**src/rtl/pipe_dbg_pkg.sv**
```systemverilog
// pipe_dbg_pkg: shared types, mode constants and helpers for the memory watch unit
package pipe_dbg_pkg;

    localparam logic MODE_ALL    = 1'b0;
    localparam logic MODE_CHANGE = 1'b1;

    localparam int EV_CH_W   = 2;
    localparam int EV_DATA_W = 32;
    localparam int EV_CNT_W  = 32;

    typedef struct packed {
        logic [EV_CH_W-1:0]   ch;
        logic [EV_DATA_W-1:0] data;
        logic [EV_CNT_W-1:0]  cycle;
    } ev_t;

    // ceil(log2(n)), never less than 1 so index ports stay at least one bit wide
    function automatic int CLOG2(input int n);
        int r;
        r = 0;
        for (int v = n - 1; v > 0; v = v >> 1) r++;
        return (r < 1) ? 1 : r;
    endfunction

endpackage

```
**src/rtl/dbg_event_fifo.sv**
```systemverilog
// dbg_event_fifo: first-word fall-through FIFO with valid/ready head and full/empty flags
module dbg_event_fifo
    import pipe_dbg_pkg::*;
#(
    parameter int W     = 8,
    parameter int DEPTH = 8,
    parameter int AW    = CLOG2(DEPTH)
) (
    input  logic         clk,
    input  logic         rst,
    input  logic         push,
    input  logic [W-1:0] din,
    input  logic         ready,
    output logic         valid,
    output logic [W-1:0] dout,
    output logic         full,
    output logic         empty
);

    logic [AW:0]  wp, rp;
    logic [W-1:0] mem [DEPTH];
    logic         pop, wr;

    assign empty = (wp == rp);
    assign full  = (wp[AW] != rp[AW]) && (wp[AW-1:0] == rp[AW-1:0]);
    assign pop   = !empty && ready;
    // a pop in the same cycle frees the slot, so a full FIFO still accepts
    assign wr    = push && (!full || pop);
    assign valid = !empty;
    assign dout  = empty ? '0 : mem[rp[AW-1:0]];

    always_ff @(posedge clk or negedge rst) begin
        if (!rst) begin
            wp <= '0;
            rp <= '0;
        end else begin
            if (wr) wp <= wp + 1'b1;
            if (pop) rp <= rp + 1'b1;
        end
    end

    always_ff @(posedge clk) begin
        if (wr) mem[wp[AW-1:0]] <= din;
    end

endmodule

```
**src/rtl/pipe_mem_watch.sv**
```systemverilog
// pipe_mem_watch: multi-channel data-memory write watcher feeding a cycle-stamped event FIFO
module pipe_mem_watch
    import pipe_dbg_pkg::*;
#(
    parameter int ADDR_W     = 32,
    parameter int DATA_W     = 32,
    parameter int NCH        = 4,
    parameter int FIFO_DEPTH = 8,
    parameter int CNT_W      = 32,
    parameter int CH_W       = CLOG2(NCH)
) (
    input  logic              clk,
    input  logic              rst,
    input  logic              mem_we,
    input  logic [ADDR_W-1:0] mem_addr,
    input  logic [DATA_W-1:0] mem_wdata,
    input  logic              cfg_we,
    input  logic [CH_W-1:0]   cfg_ch,
    input  logic              cfg_en,
    input  logic              cfg_mode,
    input  logic [ADDR_W-1:0] cfg_addr,
    output logic              ev_valid,
    input  logic              ev_ready,
    output logic [CH_W-1:0]   ev_ch,
    output logic [DATA_W-1:0] ev_data,
    output logic [CNT_W-1:0]  ev_cycle,
    output logic              overflow,
    output logic [CNT_W-1:0]  cycle
);

    localparam int EW = CH_W + DATA_W + CNT_W;

    logic [NCH-1:0]    en, mode, sv, hit, qual;
    logic [ADDR_W-1:0] addr   [NCH];
    logic [DATA_W-1:0] shadow [NCH];
    logic              push, full, empty;
    logic [CH_W-1:0]   sel;
    logic [EW-1:0]     head;

    always_comb begin
        for (int c = 0; c < NCH; c++) begin
            hit[c]  = mem_we && en[c] && (mem_addr == addr[c]);
            qual[c] = hit[c] && (mode[c] == MODE_ALL || !sv[c] || mem_wdata != shadow[c]);
        end
    end

    // descending scan leaves the lowest qualifying channel selected
    always_comb begin
        push = 1'b0;
        sel  = '0;
        for (int c = NCH - 1; c >= 0; c--) begin
            if (qual[c]) begin
                push = 1'b1;
                sel  = CH_W'(c);
            end
        end
    end

    // config assignment comes last so a same-cycle reconfigure invalidates the shadow
    always_ff @(posedge clk or negedge rst) begin
        if (!rst) begin
            en   <= '0;
            mode <= '0;
            sv   <= '0;
            for (int c = 0; c < NCH; c++) begin
                addr[c]   <= '0;
                shadow[c] <= '0;
            end
        end else begin
            for (int c = 0; c < NCH; c++) begin
                if (hit[c]) begin
                    shadow[c] <= mem_wdata;
                    sv[c]     <= 1'b1;
                end
                if (cfg_we && cfg_ch == CH_W'(c)) begin
                    en[c]   <= cfg_en;
                    mode[c] <= cfg_mode;
                    addr[c] <= cfg_addr;
                    sv[c]   <= 1'b0;
                end
            end
        end
    end

    always_ff @(posedge clk or negedge rst) begin
        if (!rst) begin
            cycle    <= '0;
            overflow <= 1'b0;
        end else begin
            cycle <= cycle + 1'b1;
            if (push && full && !(ev_valid && ev_ready)) overflow <= 1'b1;
        end
    end

    dbg_event_fifo #(
        .W     (EW),
        .DEPTH (FIFO_DEPTH)
    ) u_fifo (
        .clk   (clk),
        .rst   (rst),
        .push  (push),
        .din   ({sel, mem_wdata, cycle}),
        .ready (ev_ready),
        .valid (ev_valid),
        .dout  (head),
        .full  (full),
        .empty (empty)
    );

    assign {ev_ch, ev_data, ev_cycle} = head;

endmodule
```
**config.mk**
```make
export PLATFORM = sky130hd
export DESIGN_NAME = pipe_mem_watch
export DESIGN_NICKNAME = d
export VERILOG_FILES = /design/src/rtl/pipe_dbg_pkg.sv /design/src/rtl/dbg_event_fifo.sv /design/src/rtl/pipe_mem_watch.sv
export SDC_FILE = /design/constraint.sdc
export NUM_CORES = 1
export LEC_CHECK = 0
export ABC_AREA = 1
export CORE_ASPECT_RATIO = 0.6
export CORE_MARGIN = 1.5
export CORE_UTILIZATION = 50
export CTS_BUF_LIST = sky130_fd_sc_hd__clkbuf_8
export DETAILED_ROUTE_END_ITERATION = 8
export GPL_TIMING_DRIVEN = 0
export PLACE_DENSITY = 0.68
export SLEW_MARGIN = 15
export SYNTH_ARGS = -nofsm -noshare
export SYNTH_HDL_FRONTEND = slang
export SYNTH_HIERARCHICAL = 1
export SYNTH_SLANG_ARGS = --single-unit
export TNS_END_PERCENT = 50
```
**constraint.sdc**
```tcl
create_clock -name clk -period 8.4 [get_ports clk]
set_input_delay 0.84 -clock clk [delete_from_list [all_inputs] [get_ports clk]]
set_output_delay 0.84 -clock clk [all_outputs]
set_load 0.05 [all_outputs]
```
==> results.json <==
{
  "outcome": "finished, final reports clean",
  "cts_hold_repair.buffers": 1,
  "drc_errors": 0,
  "synth.avg_cell_area_um2": 9.31,
  "grt_pass1_vias": 28700,
  "worst_pin_slew_ns": 1.11,
  "hold_class": "register to register",
  "pin_count": 205,
  "cap_violations": 0,
  "first_iter_violations": 4293,
  "cts_setup_buffers": 0,
  "die_h_um": 218,
  "die_w_um": 361,
  "synth_fp_nets": 4244,
  "cts_tree": "done",
  "clockBufferDepth": 3,
  "timing.fmax_ghz": 0.193,
  "timing.hold.ws_ns": 0.467,
  "route.vias.total": 31100,
  "mostFrequentLayoutCell": "nand2_1",
  "wl_mm": 130,
  "p_total_w": 0.00854,
  "r2r_start": "addr[120]$_DFFE_PN0P_",
  "finalSetupViolations": 0,
  "dp_slack_ns": 3.22,
  "grtUsageTotal": 0.331,
  "cts_made_buffers": 121,
  "syn_to_final_growth_pct": 16.4,
  "grt_start_max_net_pins": 91,
  "hold_viol": 0,
  "skew_ns": 0.0381,
  "end_kind": "output port",
  "final_cell_mix": "nand2_1, nor2_1, edfxtp_1, o21ai_0, inv_1",
  "p_per_area_nw_per_um2": 191,
  "num_rows": 78,
  "initial_core_util": 0.507,
  "place_area_um2": 42400,
  "setup_slack_ns": 3.22,
  "vias_per_cell": 5.57,
  "worstSetupPathType": "register to output port",
  "globalplace.congestion": 0.983,
  "cts_sinks": 837,
  "hold_start": "overflow$_DFFE_PN0P_",
  "fin_nets": 4587,
  "rsz0062_at_grt": "false",
  "core_area_um2": 75900,
  "antenna_found_initial": 5,
  "drv_slew": 0,
  "critPathRequiredTime_ns": 7.56,
  "final_cell_area_um2": 44800,
  "antenna_left": 0,
  "rrSetupSlack_ns": 4.19,
  "drive_gt1_frac": 0.0844,
  "port_buffers": 195,
  "leakage_nw": 19.4,
  "cts-root-buf": "clkbuf_8",
  "critPathLaunchType": "register",
  "min_to": "overflow$_DFFE_PN0P_",
  "clk_latency_ns": 0.83,
  "rr_endpoint": "u_fifo/mem[6][17]$_DFFE_PP_",
  "h-tree-depth": 3,
  "synthCells": 4136,
  "reg2reg_depth": 12,
  "cts_resized": 0,
  "grt_pass1_wl_mm": 190,
  "crit_fanout": 11,
  "overflow": 0,
  "syn_area_um2": 38500,
  "path_clk_slew_ns": 0.06,
  "dieArea_um2": 78700,
  "finalCriticalPeriod_ns": 5.18,
  "avgRoutedWirePerCell_um": 23.2,
  "whs_path_depth": 2,
  "period_share": 0.616,
  "firstDrtPassIters": 5,
  "hpwl_mm": 96.2,
  "critPathArrivalTime_ns": 4.34,
  "ys_warn_count": 6,
  "relSlewSlack": 0.255,
  "peakVddDrop_mv": 0.177
}
## report_power, final
part	switching, W	leakage, nW	internal, W
logic	0.000514	9.19	0.000219
registers	0.0000892	8.82	0.00447
clock network	0.00168	1.39	0.00157
total	0.00228	19.4	0.00625
## stage by stage
stage,std cells,util,setup TNS (ns)
floorplan,4136,-,0
global route,5587,0.590,0
CTS,5586,0.590,0
detailed placement,5355,0.558,0
finish,5588,0.590,0
global placement,5331,0.549,-2726.57
## cell type report
cell class	instances	area [um^2]
multi-input combinational	2759	12700
fill	6603	31100
sequential	837	23600
clock inverter	98	594
inverter	339	1270
tap	1000	1250
timing repair buffer	220	2580
antenna	2	5.00
buffer	201	1040
clock buffer	132	1820
## registers in the layout (all words and copies together) (netlist names)
name,cells
overflow,1
cycle,32
addr,128
en,4
u_fifo/rp,4
shadow,128
u_fifo/mem,528
u_fifo/wp,4
sv,4
mode,4
## worst max-delay path: stages, from the launching register on
cell and delay [ns]:
dfrtp_1 0.42, inv_1 0.15, clkbuf_1 0.74, clkbuf_1 0.45, o21ai_0 0.19, o22ai_1 0.25, nor2_1 0.07, nor2_1 0.35
clkdlybuf4s50_1 0.89
## how the worst max path moves through the flow
stage | startpoint | to | slack, ns
2_1_floorplan | mem_addr[20] | u_fifo/mem[2][0]$_DFFE_PP_ | 2.96
3_3_place_gp | rst | cycle[16]$_DFF_PN0_ | -7.88
3_5_place_dp | mem_wdata[22] | u_fifo/mem[2][19]$_DFFE_PP_ | 3.22
4_1_cts | u_fifo/rp[1]$_DFFE_PN0P_ | ev_data[31] | 3.25
5_1_grt | u_fifo/rp[0]$_DFFE_PN0P_ | ev_data[28] | 3.04
6_report | u_fifo/rp[1]$_DFFE_PN0P_ | ev_data[31] | 3.22
## layer usage
| layer | track usage | part of all wire | routed length (um) | vias to the layer above |
|---|---|---|---|---|
| met5 | 0 | 0 | 0 | - |
| met4 | 0.0806 | 0.021 | 2700 | 0 |
| met1 | 0.521 | 0.47 | 60700 | 14900 |
| met2 | 0.440 | 0.39 | 51000 | 1646 |
| met3 | 0.0992 | 0.12 | 15500 | 165 |
| li1 | - | - | - | 14400 |
Note: power is estimated with default switching activity, not from simulation.
